===== src/rtl/vpm_pkg.sv =====
// Shared constants for the VPM pipeline sink: error-flag bit positions and counter sizing.
// Combinational only; no latency or backpressure of its own.
package vpm_pkg;

  localparam int VPM_SINK_ERR_OVF = 0;
  localparam int VPM_SINK_ERR_UDF = 1;
  localparam int VPM_SINK_ERR_W   = 2;

  typedef logic [VPM_SINK_ERR_W-1:0] vpm_sink_err_t;

  // Counters must represent 0..depth inclusive, hence depth + 1.
  function automatic int vpm_cnt_w(input int depth);
    return $clog2(depth + 1);
  endfunction

endpackage


===== src/rtl/vpm_sink_fifo.sv =====
// First-word fall-through FIFO for the pipe sink: push in cycle N is visible in cycle N+1.
// Push into a full FIFO is dropped unless a pop happens in the same cycle; pop on empty is ignored.
module vpm_sink_fifo
  import vpm_pkg::*;
#(
  parameter int DATA_WIDTH = 8,
  parameter int FIFO_DEPTH = 8,
  parameter int CNT_W      = vpm_cnt_w(FIFO_DEPTH)
) (
  input  logic                  clk,
  input  logic                  rst_n,
  input  logic                  push,
  input  logic [DATA_WIDTH-1:0] wdata,
  input  logic                  pop,
  output logic                  full,
  output logic                  empty,
  output logic [CNT_W-1:0]      count,
  output logic [DATA_WIDTH-1:0] rdata
);

  localparam int PTR_W = (FIFO_DEPTH > 1) ? $clog2(FIFO_DEPTH) : 1;

  logic [DATA_WIDTH-1:0] mem_q [FIFO_DEPTH];
  logic [PTR_W-1:0]      wr_ptr_q, wr_ptr_d;
  logic [PTR_W-1:0]      rd_ptr_q, rd_ptr_d;
  logic [CNT_W-1:0]      count_q, count_d;
  logic                  push_ok;
  logic                  pop_ok;

  assign full  = (count_q == CNT_W'(FIFO_DEPTH));
  assign empty = (count_q == '0);
  assign count = count_q;
  assign rdata = mem_q[rd_ptr_q];

  assign pop_ok  = pop && !empty;
  assign push_ok = push && (!full || pop_ok);

  always_comb begin
    wr_ptr_d = wr_ptr_q;
    rd_ptr_d = rd_ptr_q;
    count_d  = count_q;
    if (push_ok) begin
      wr_ptr_d = wr_ptr_q + PTR_W'(1);
    end
    if (pop_ok) begin
      rd_ptr_d = rd_ptr_q + PTR_W'(1);
    end
    case ({push_ok, pop_ok})
      2'b10:   count_d = count_q + CNT_W'(1);
      2'b01:   count_d = count_q - CNT_W'(1);
      default: count_d = count_q;
    endcase
  end

  always_ff @(posedge clk or negedge rst_n) begin
    if (!rst_n) begin
      wr_ptr_q <= '0;
      rd_ptr_q <= '0;
      count_q  <= '0;
    end else begin
      wr_ptr_q <= wr_ptr_d;
      rd_ptr_q <= rd_ptr_d;
      count_q  <= count_d;
    end
  end

  // Storage carries no reset; validity is tracked entirely by count_q.
  always_ff @(posedge clk) begin
    if (push_ok) begin
      mem_q[wr_ptr_q] <= wdata;
    end
  end

endmodule


===== src/rtl/vpm_pipe_sink.sv =====
// Sink of a non-stallable VPM stage pipeline: buffers arriving words and presents them valid/ready.
// Push-to-visible 1 cycle; head stall is credit-based on occupancy plus words in flight, from registers only.
module vpm_pipe_sink
  import vpm_pkg::*;
#(
  parameter int DATA_WIDTH = 8,
  parameter int FIFO_DEPTH = 8
) (
  input  logic                  clk,
  input  logic                  rst_n,
  input  logic                  head_valid,
  input  logic                  pipe_kill,
  input  logic                  in_valid,
  input  logic [DATA_WIDTH-1:0] in_data,
  output logic                  hz_stall_n,
  output logic                  out_valid,
  output logic [DATA_WIDTH-1:0] out_data,
  input  logic                  out_ready,
  output logic                  err_overflow,
  output logic                  err_underflow
);

  localparam int CNT_W = vpm_cnt_w(FIFO_DEPTH);
  localparam logic [CNT_W:0]   DEPTH_C = (CNT_W + 1)'(FIFO_DEPTH);
  localparam logic [CNT_W-1:0] CNT_MAX = '1;

  logic [CNT_W-1:0] in_flight_q, in_flight_d;
  vpm_sink_err_t    err_q, err_d;
  logic [CNT_W-1:0] occ;
  logic [CNT_W:0]   credit_sum;
  logic             fifo_full;
  logic             fifo_empty;
  logic             pop;
  logic             ovf_evt;
  logic             udf_evt;

  vpm_sink_fifo #(
    .DATA_WIDTH (DATA_WIDTH),
    .FIFO_DEPTH (FIFO_DEPTH),
    .CNT_W      (CNT_W)
  ) u_fifo (
    .clk   (clk),
    .rst_n (rst_n),
    .push  (in_valid),
    .wdata (in_data),
    .pop   (pop),
    .full  (fifo_full),
    .empty (fifo_empty),
    .count (occ),
    .rdata (out_data)
  );

  assign out_valid = !fifo_empty;
  assign pop       = out_valid && out_ready;

  // Every word already injected owns a FIFO slot, so the sum can never legally exceed depth.
  assign credit_sum = {1'b0, occ} + {1'b0, in_flight_q};
  assign hz_stall_n = rst_n && (credit_sum < DEPTH_C);

  always_comb begin
    in_flight_d = in_flight_q;
    udf_evt     = 1'b0;
    if (pipe_kill) begin
      in_flight_d = '0;
    end else begin
      case ({head_valid, in_valid})
        2'b10: begin
          if (in_flight_q != CNT_MAX) begin
            in_flight_d = in_flight_q + CNT_W'(1);
          end
        end
        2'b01: begin
          if (in_flight_q == '0) begin
            udf_evt = 1'b1;
          end else begin
            in_flight_d = in_flight_q - CNT_W'(1);
          end
        end
        default: in_flight_d = in_flight_q;
      endcase
    end
  end

  always_comb begin
    ovf_evt = (head_valid && !hz_stall_n) || (in_valid && fifo_full && !pop);
    err_d   = err_q;
    if (ovf_evt) begin
      err_d[VPM_SINK_ERR_OVF] = 1'b1;
    end
    if (udf_evt) begin
      err_d[VPM_SINK_ERR_UDF] = 1'b1;
    end
  end

  always_ff @(posedge clk or negedge rst_n) begin
    if (!rst_n) begin
      in_flight_q <= '0;
      err_q       <= '0;
    end else begin
      in_flight_q <= in_flight_d;
      err_q       <= err_d;
    end
  end

  assign err_overflow  = err_q[VPM_SINK_ERR_OVF];
  assign err_underflow = err_q[VPM_SINK_ERR_UDF];

endmodule


===== config.mk =====
export PLATFORM = sky130hd
export DESIGN_NAME = vpm_pipe_sink
export DESIGN_NICKNAME = d
export VERILOG_FILES = /design/src/rtl/vpm_pkg.sv /design/src/rtl/vpm_sink_fifo.sv /design/src/rtl/vpm_pipe_sink.sv
export SDC_FILE = /design/constraint.sdc
export NUM_CORES = 1
export LEC_CHECK = 0
export BUFFER_PORTS_ARGS = -buffer_cell sky130_fd_sc_hd__buf_2
export CORE_ASPECT_RATIO = 0.6
export CORE_MARGIN = 8
export CORE_UTILIZATION = 35
export CTS_BUF_LIST = sky130_fd_sc_hd__clkbuf_2 sky130_fd_sc_hd__clkbuf_4 sky130_fd_sc_hd__clkbuf_8
export CTS_CLUSTER_SIZE = 25
export DETAILED_ROUTE_END_ITERATION = 6
export PLACE_DENSITY = 0.61
export SKIP_CTS_REPAIR_TIMING = 1
export SYNTH_ARGS = -nofsm -noshare
export SYNTH_HDL_FRONTEND = slang
export SYNTH_SLANG_ARGS = --single-unit

===== constraint.sdc =====
create_clock -name clk -period 2.8 [get_ports clk]
set_input_delay 0.14 -clock clk [delete_from_list [all_inputs] [get_ports clk]]
set_output_delay 0.14 -clock clk [all_outputs]
set_load 0.02 [all_outputs]

# Word level (Yosys, flattened, before mapping)
# Memory sizes are Yosys's and may differ from the RTL's.
# Index checks and enable logic that the tools add are counted.
# Widths: inputs -> output; s select.
[op_classes]
reduce_logical = 18
multipliers = 0
muxes = 10
n_eq_ne = 8
shifts = 0
n_lt_le_gt_ge = 1
n_bitwise = 0
n_addsub = 7
div = 0
[ops]
columns = ["cell", "n"]
rows = [
  ["$pmux 4 s2", 2],
  ["$mux 4", 3],
  ["$add 4x1->4 const B", 2],
  ["$logic_not 4->1", 2],
  ["$sub 4x1->4 const B", 2],
  ["$logic_and 1x1->1", 7],
  ["$add 3x1->3 const B", 2],
  ["$ne 3x3->1 const B", 2],
  ["$add 4x4->5", 1],
  ["$lt 5x4->1 const B", 1],
  ["$mux 1", 5],
  ["$eq 2x1->1 const B", 2],
  ["$eq 2x2->1 const B", 2],
  ["$eq 4x4->1 const B", 1],
  ["$logic_not 1->1", 4],
  ["$ne 4x4->1 const B", 1],
  ["$reduce_and 3->1", 1],
  ["$reduce_bool 3->1", 1],
  ["$logic_or 1x1->1", 2],
  ["$reduce_bool 2->1", 1],
]
[word_totals]
regBits = 16
word_cells = 51
out_inout_bits = 12
romBits = 0
mem_bits_rw = 64
input_bits = 14
mem_count = 1
latchBits = 0
[mem_list]
columns = ["name", "words", "width", "rd", "rd_ports_with_merged_regs", "write_ports", "line", "source"]
rows = [
  ["u_fifo.mem_q", 8, 8, 1, 0, 1, "vpm_sink_fifo.sv:23", "logic [DATA_WIDTH-1:0] mem_q [FIFO_DEPTH];"],
]

# Longest topological paths before layout
[logic_depth]
ltp_word = 8
depth_mapped = 11
depth_no_buf = 11

# Cells and area by module
# Synthesis repeated with hierarchy kept, for this count alone.
[hier_totals]
hier_cells = 214
area_unflattened_um2 = 3601.0
[by_module_without_submodules]
columns = ["module", "cells_per_inst", "area_each_um2", "instances", "seq_area_each_um2"]
rows = [
  ["vpm_sink_fifo", 160, 3079.2, 1, 2172.1],
  ["vpm_pipe_sink", 54, 521.8, 1, 150.1],
]

# Least setup slack after synthesis
# No wires, ideal clock.
[synth_timing]
path_type = "register to register"
start = "register u_fifo.count_q[1] (netlist: u_fifo.count[1])"
end = "register u_fifo.count_q[2] (netlist: u_fifo.count[2])"
period_less_slack_ns = 2.352
path_slack_ns = 0.448
stages_incl_launch_ff = 12
setup_time_ns = 0.126
t_required_ns = 2.674
path_buffers = 0
arrival_ns = 2.226
cell_sequence = "dfrtp_1 -> nor3_1 -> nand2b_1 -> nand2_1 -> inv_1 -> ha_1 -> xor2_1 -> ha_1 -> a21oi_1 -> xor2_1 -> nor2_1 -> xor2_1"
[synth_between]
elab_chain_len = 8
word_cells_on_any_way = 14
cone_classes = "2 x add/sub; 3 x eq/ne; 1 x mux; 8 x reduce/logical"
[synth_rtl]
columns = ["element", "line", "source"]
rows = [
  ["start, declared", "vpm_sink_fifo.sv:26", "logic [CNT_W-1:0] count_q, count_d;"],
  ["start signal, assigned", "vpm_sink_fifo.sv:63", "count_q <= count_d;"],
  ["$logic_not 4->1 *", "vpm_sink_fifo.sv:31", "assign empty = (count_q == '0);"],
  ["$logic_not 1->1 *", "vpm_pipe_sink.sv:53", "assign out_valid = !fifo_empty;"],
  ["via out_valid", "vpm_pipe_sink.sv:16", "output logic out_valid,"],
  ["$logic_and 1x1->1", "vpm_pipe_sink.sv:54", "assign pop = out_valid && out_ready;"],
  ["$logic_and 1x1->1 *", "vpm_sink_fifo.sv:35", "assign pop_ok = pop && !empty;"],
  ["via u_fifo.pop_ok", "vpm_sink_fifo.sv:28", "logic pop_ok;"],
  ["$logic_or 1x1->1", "vpm_sink_fifo.sv:36", "assign push_ok = push && (!full || pop_ok);"],
  ["$logic_and 1x1->1", "vpm_sink_fifo.sv:36", ""],
  ["$eq 2x1->1 / $eq 2x2->1 (equally long branches)", "vpm_sink_fifo.sv:48", "case ({push_ok, pop_ok})"],
  ["$pmux 4 s2 / $reduce_bool 2->1 (equally long branches)", "-", ""],
]
# The timed path passes the listed nets; every way through them passes the cells marked *.
# A chain may end at the register's enable or synchronous reset.

# Worst setup path in the final report
[layout_timing]
start = "register u_fifo.count_q[0] (netlist: u_fifo.count[0])"
end = "register u_fifo.count_q[2] (netlist: u_fifo.count[2])"
[layout_between]
elab_chain_len = 8
word_cells_on_any_way = 14
cone_classes = "2 x add/sub; 3 x eq/ne; 1 x mux; 8 x reduce/logical"
[layout_rtl]
columns = ["element", "line"]
rows = [
  ["$logic_not 4->1 *", "vpm_sink_fifo.sv:31"],
  ["$logic_not 1->1 *", "vpm_sink_fifo.sv:35, vpm_pipe_sink.sv:53"],
  ["$logic_and 1x1->1", "vpm_pipe_sink.sv:54"],
  ["$logic_and 1x1->1 *", "vpm_sink_fifo.sv:35"],
  ["via u_fifo.pop_ok", "vpm_sink_fifo.sv:28"],
  ["$logic_or 1x1->1", "vpm_sink_fifo.sv:36"],
  ["$logic_and 1x1->1", "vpm_sink_fifo.sv:36"],
  ["$eq 2x1->1 / $eq 2x2->1 (equally long branches)", "vpm_sink_fifo.sv:48"],
  ["$pmux 4 s2 / $reduce_bool 2->1 (equally long branches)", "-"],
]
# Marks and branches as above.

==> results.py <==
metrics = {
    "setup_path": {
        "critPathTopFamily": "simple AND/OR/NAND/NOR gates",
        "worstPathCellList": "nor3_1 -> nand2b_1 -> nand2_1 -> inv_1 -> ha_1 -> xor2_1 -> ha_1 -> a21oi_1 -> xor2_1 -> nor2_1 -> xor2_1",
        "required_ns": 3.03,
        "crit_path_start_kind": "flop",
        "crit_buf_inv": 1,
        "critical-path-slowest-cell": "dfrtp_1",
        "crit_fanout": 7,
        "critPathArrivalTime_ns": 2.72,
        "cp-end-kind": "flop",
        "crit_type": "reg2reg",
        "slowest_delay_ns": 0.47,
        "crit_top_cell": "xor2_1",
    },
    "die": {
        "die_x_um": 145,
        "core_area_sq_um": 9810,
        "row_count": 28,
        "io_pins": 26,
        "start_util": 0.359,
        "die_h_um": 93.7,
        "fp.dieArea_sq_um": 13600,
    },
    "detailed_routing": {
        "drtIter0Drc": 78,
        "postRouteAntennaNets": 0,
        "route.vias.total": 1797,
        "firstDrtPassIters": 4,
        "drt-total-wl_mm": 6.50,
        "vias_per_cell": 4.79,
        "wl_per_cell_um": 17.3,
        "drc_errors": 0,
    },
    "placed_design": {
        "dp_hpwl_mm": 4.36,
        "dp_slack_ns": 0.355,
        "postPlaceCellArea_sq_um": 3820,
        "portBuffers": 25,
        "gp_congestion": 0.788,
    },
    "logic_synthesis": {
        "syn_area_per_cell_sq_um": 17.8,
        "synthCells": 198,
        "syn-cell-area_sq_um": 3520,
        "seq_area_frac_synth": 0.660,
        "synth_edf_count": 64,
        "synth_top_area_cell": "edfxtp_1",
        "synth_common_cells": "64 x edfxtp_1, 16 x dfrtp_1, 16 x mux4_1",
        "ys.flop_type": "edfxtp_1",
        "async_flop_share": 0.200,
        "synth_nets": 223,
        "ys_warn_count": 0,
        "synth.most_common_cell": "edfxtp_1",
        "synth_area_leaders": "edfxtp_1 55%, mux4_1 12%, dfrtp_1 11%, ha_1 3.6%, mux2_2 3.5%",
        "ys_ff_latch": 80,
        "synth_top_area_frac": 0.546,
        "synthDistinctLibCells": 39,
    },
    "grt": {
        "grtUsageTotal": 0.0999,
        "first_global_vias": 1806,
        "grt_pass1_wl_mm": 9.94,
        "grt_remaining_overflow": 0,
        "antenna_found_initial": 0,
        "grt_max_degree": 19,
    },
    "power_and_ir_drop": {
        "power_leakage_nw": 1.46,
        "total_power_mw": 3.68,
        "power_density_nw_per_um2": 920,
        "irDropWorstVdd_mv": 0.411,
    },
    "timing": {
        "final_hold_viol_count": 0,
        "worst_slew_pin_slew_ns": 0.968,
        "finClkSkew_ns": 0.00748,
        "timing.fmax_mhz": 403,
        "rsz0062_at_grt": "no",
        "layout_min_cycle_time_ns": 2.48,
        "setup_viol": 0,
        "timing.final.crit_share": 0.887,
        "fin_ws_ns": 0.316,
        "finalMaxSlewViolations": 0,
        "tns_ns": 0,
        "maxSlewHeadroom": 0.352,
    },
    "cts": {
        "htreeDepth": 3,
        "cts_tree": "yes",
        "cts_sinks": 80,
        "cts_buffer_depth": 2,
        "clkTransAtPathRegs_ns": 0.07,
        "cts_buffers": 9,
        "clk_latency_ns": 0.35,
        "cts_root_buf": "clkbuf_8",
    },
    "flow_run": {
        "maxCapViolCount": 0,
    },
    "finish": {
        "n_antenna_cell": 0,
        "seq_area_sq_um": 2320,
        "finalInstanceArea_sq_um": 4000,
        "final_nets": 261,
        "syn_to_final_growth_pct": 13.7,
        "multi_input_area_sq_um": 1130,
        "drive_above_1_share": 0.250,
        "fillerInstances": 896,
        "utilization": 0.408,
    },
    "min_path": {
        "hp-class": "in2reg",
    },
    "status": {
        "status": "complete, no violations",
    },
}
[report_power, final]
part / internal, mW / switching [mW]
clock: 0.394 / 0.373
combinational: 0.591 / 0.568
sequential: 1.51 / 0.243
total: 2.50 / 1.18
[cell type report]
type / count / area share
sequential: 80 / 0.580
timing repair buffer: 33 / 0.0469
inverter: 6 / 0.00563
tap: 135 / 0.0422
multi-input combinational: 106 / 0.281
clock inverter: 6 / 0.0128
clock buffer: 9 / 0.0309
[through the flow]
stage	hold WS, ns	cells
2_1_floorplan	-0.156	198
3_3_place_gp	0.157	359
3_5_place_dp	0.166	359
4_1_cts	-0.226	374
5_1_grt	0.00831	375
6_report	0.0276	375
[final timing paths]
kind	depth (start not counted)	startpoint	end	slack (ns)
max	11	u_fifo.count[0]$_DFFE_PN0P_	u_fifo.count[2]$_DFFE_PN0P_	0.32
min	2	pipe_kill	in_flight_q[2]$_DFFE_PN0P_	0.03
max reg2reg	11	u_fifo.count[0]$_DFFE_PN0P_	u_fifo.count[2]$_DFFE_PN0P_	0.32
min reg2reg	1	err_q[1]$_DFFE_PN0P_	err_q[1]$_DFFE_PN0P_	0.48
max in group asynchronous	3	rst_n	u_fifo.count[1]$_DFFE_PN0P_	2.30
min in group asynchronous	3	rst_n	err_q[1]$_DFFE_PN0P_	0.31
[sequential cells by signal, summed over array words and instances (netlist names)]
register / cells
err_q: 2
in_flight_q: 4
u_fifo.count: 4
u_fifo.mem_q: 64
u_fifo.rd_ptr_q: 3
u_fifo.wr_ptr_q: 3
[cell families (layout without fill, tap and decap cells)]
group	Yosys count	after routing	synth area share
XOR/XNOR	10	10	0.0249
flip-flops	80	80	0.660
adder cells (fa/ha/maj)	11	11	0.0412
AO/OA/AOI/OAI	17	17	0.0313
multiplexers	27	27	0.155
AND/OR/NAND/NOR	41	41	0.0661
buffers and inverters	12	54	0.0220
[cell usage in the layout, fill, tap and decap left out, drive strengths merged, types with 4 or more instances in the layout]
| cell | synthesis | layout |
|---|---|---|
| clkbuf | 1 | 9 |
| ha | 10 | 10 |
| xnor2 | 6 | 6 |
| edfxtp | 64 | 64 |
| nand2b | 5 | 5 |
| a21oi | 7 | 7 |
| nor2 | 5 | 5 |
| mux2 | 11 | 11 |
| mux4 | 16 | 16 |
| inv | 6 | 6 |
| clkinv | 0 | 5 |
| nand2 | 6 | 6 |
| buf | 5 | 32 |
| xor2 | 4 | 4 |
| nand3b | 4 | 4 |
| dfrtp | 16 | 16 |
| nor3 | 8 | 8 |
[routing by layer]
layer  wire length, um  vias up  GRT usage
met3               312        6     0.0414
li1                  -      864          -
met4                64        0     0.0336
met2              2920       36      0.147
met1              3200      891      0.132
met5                 0        -          0
No activity file was read; power rests on OpenSTA's default activity.
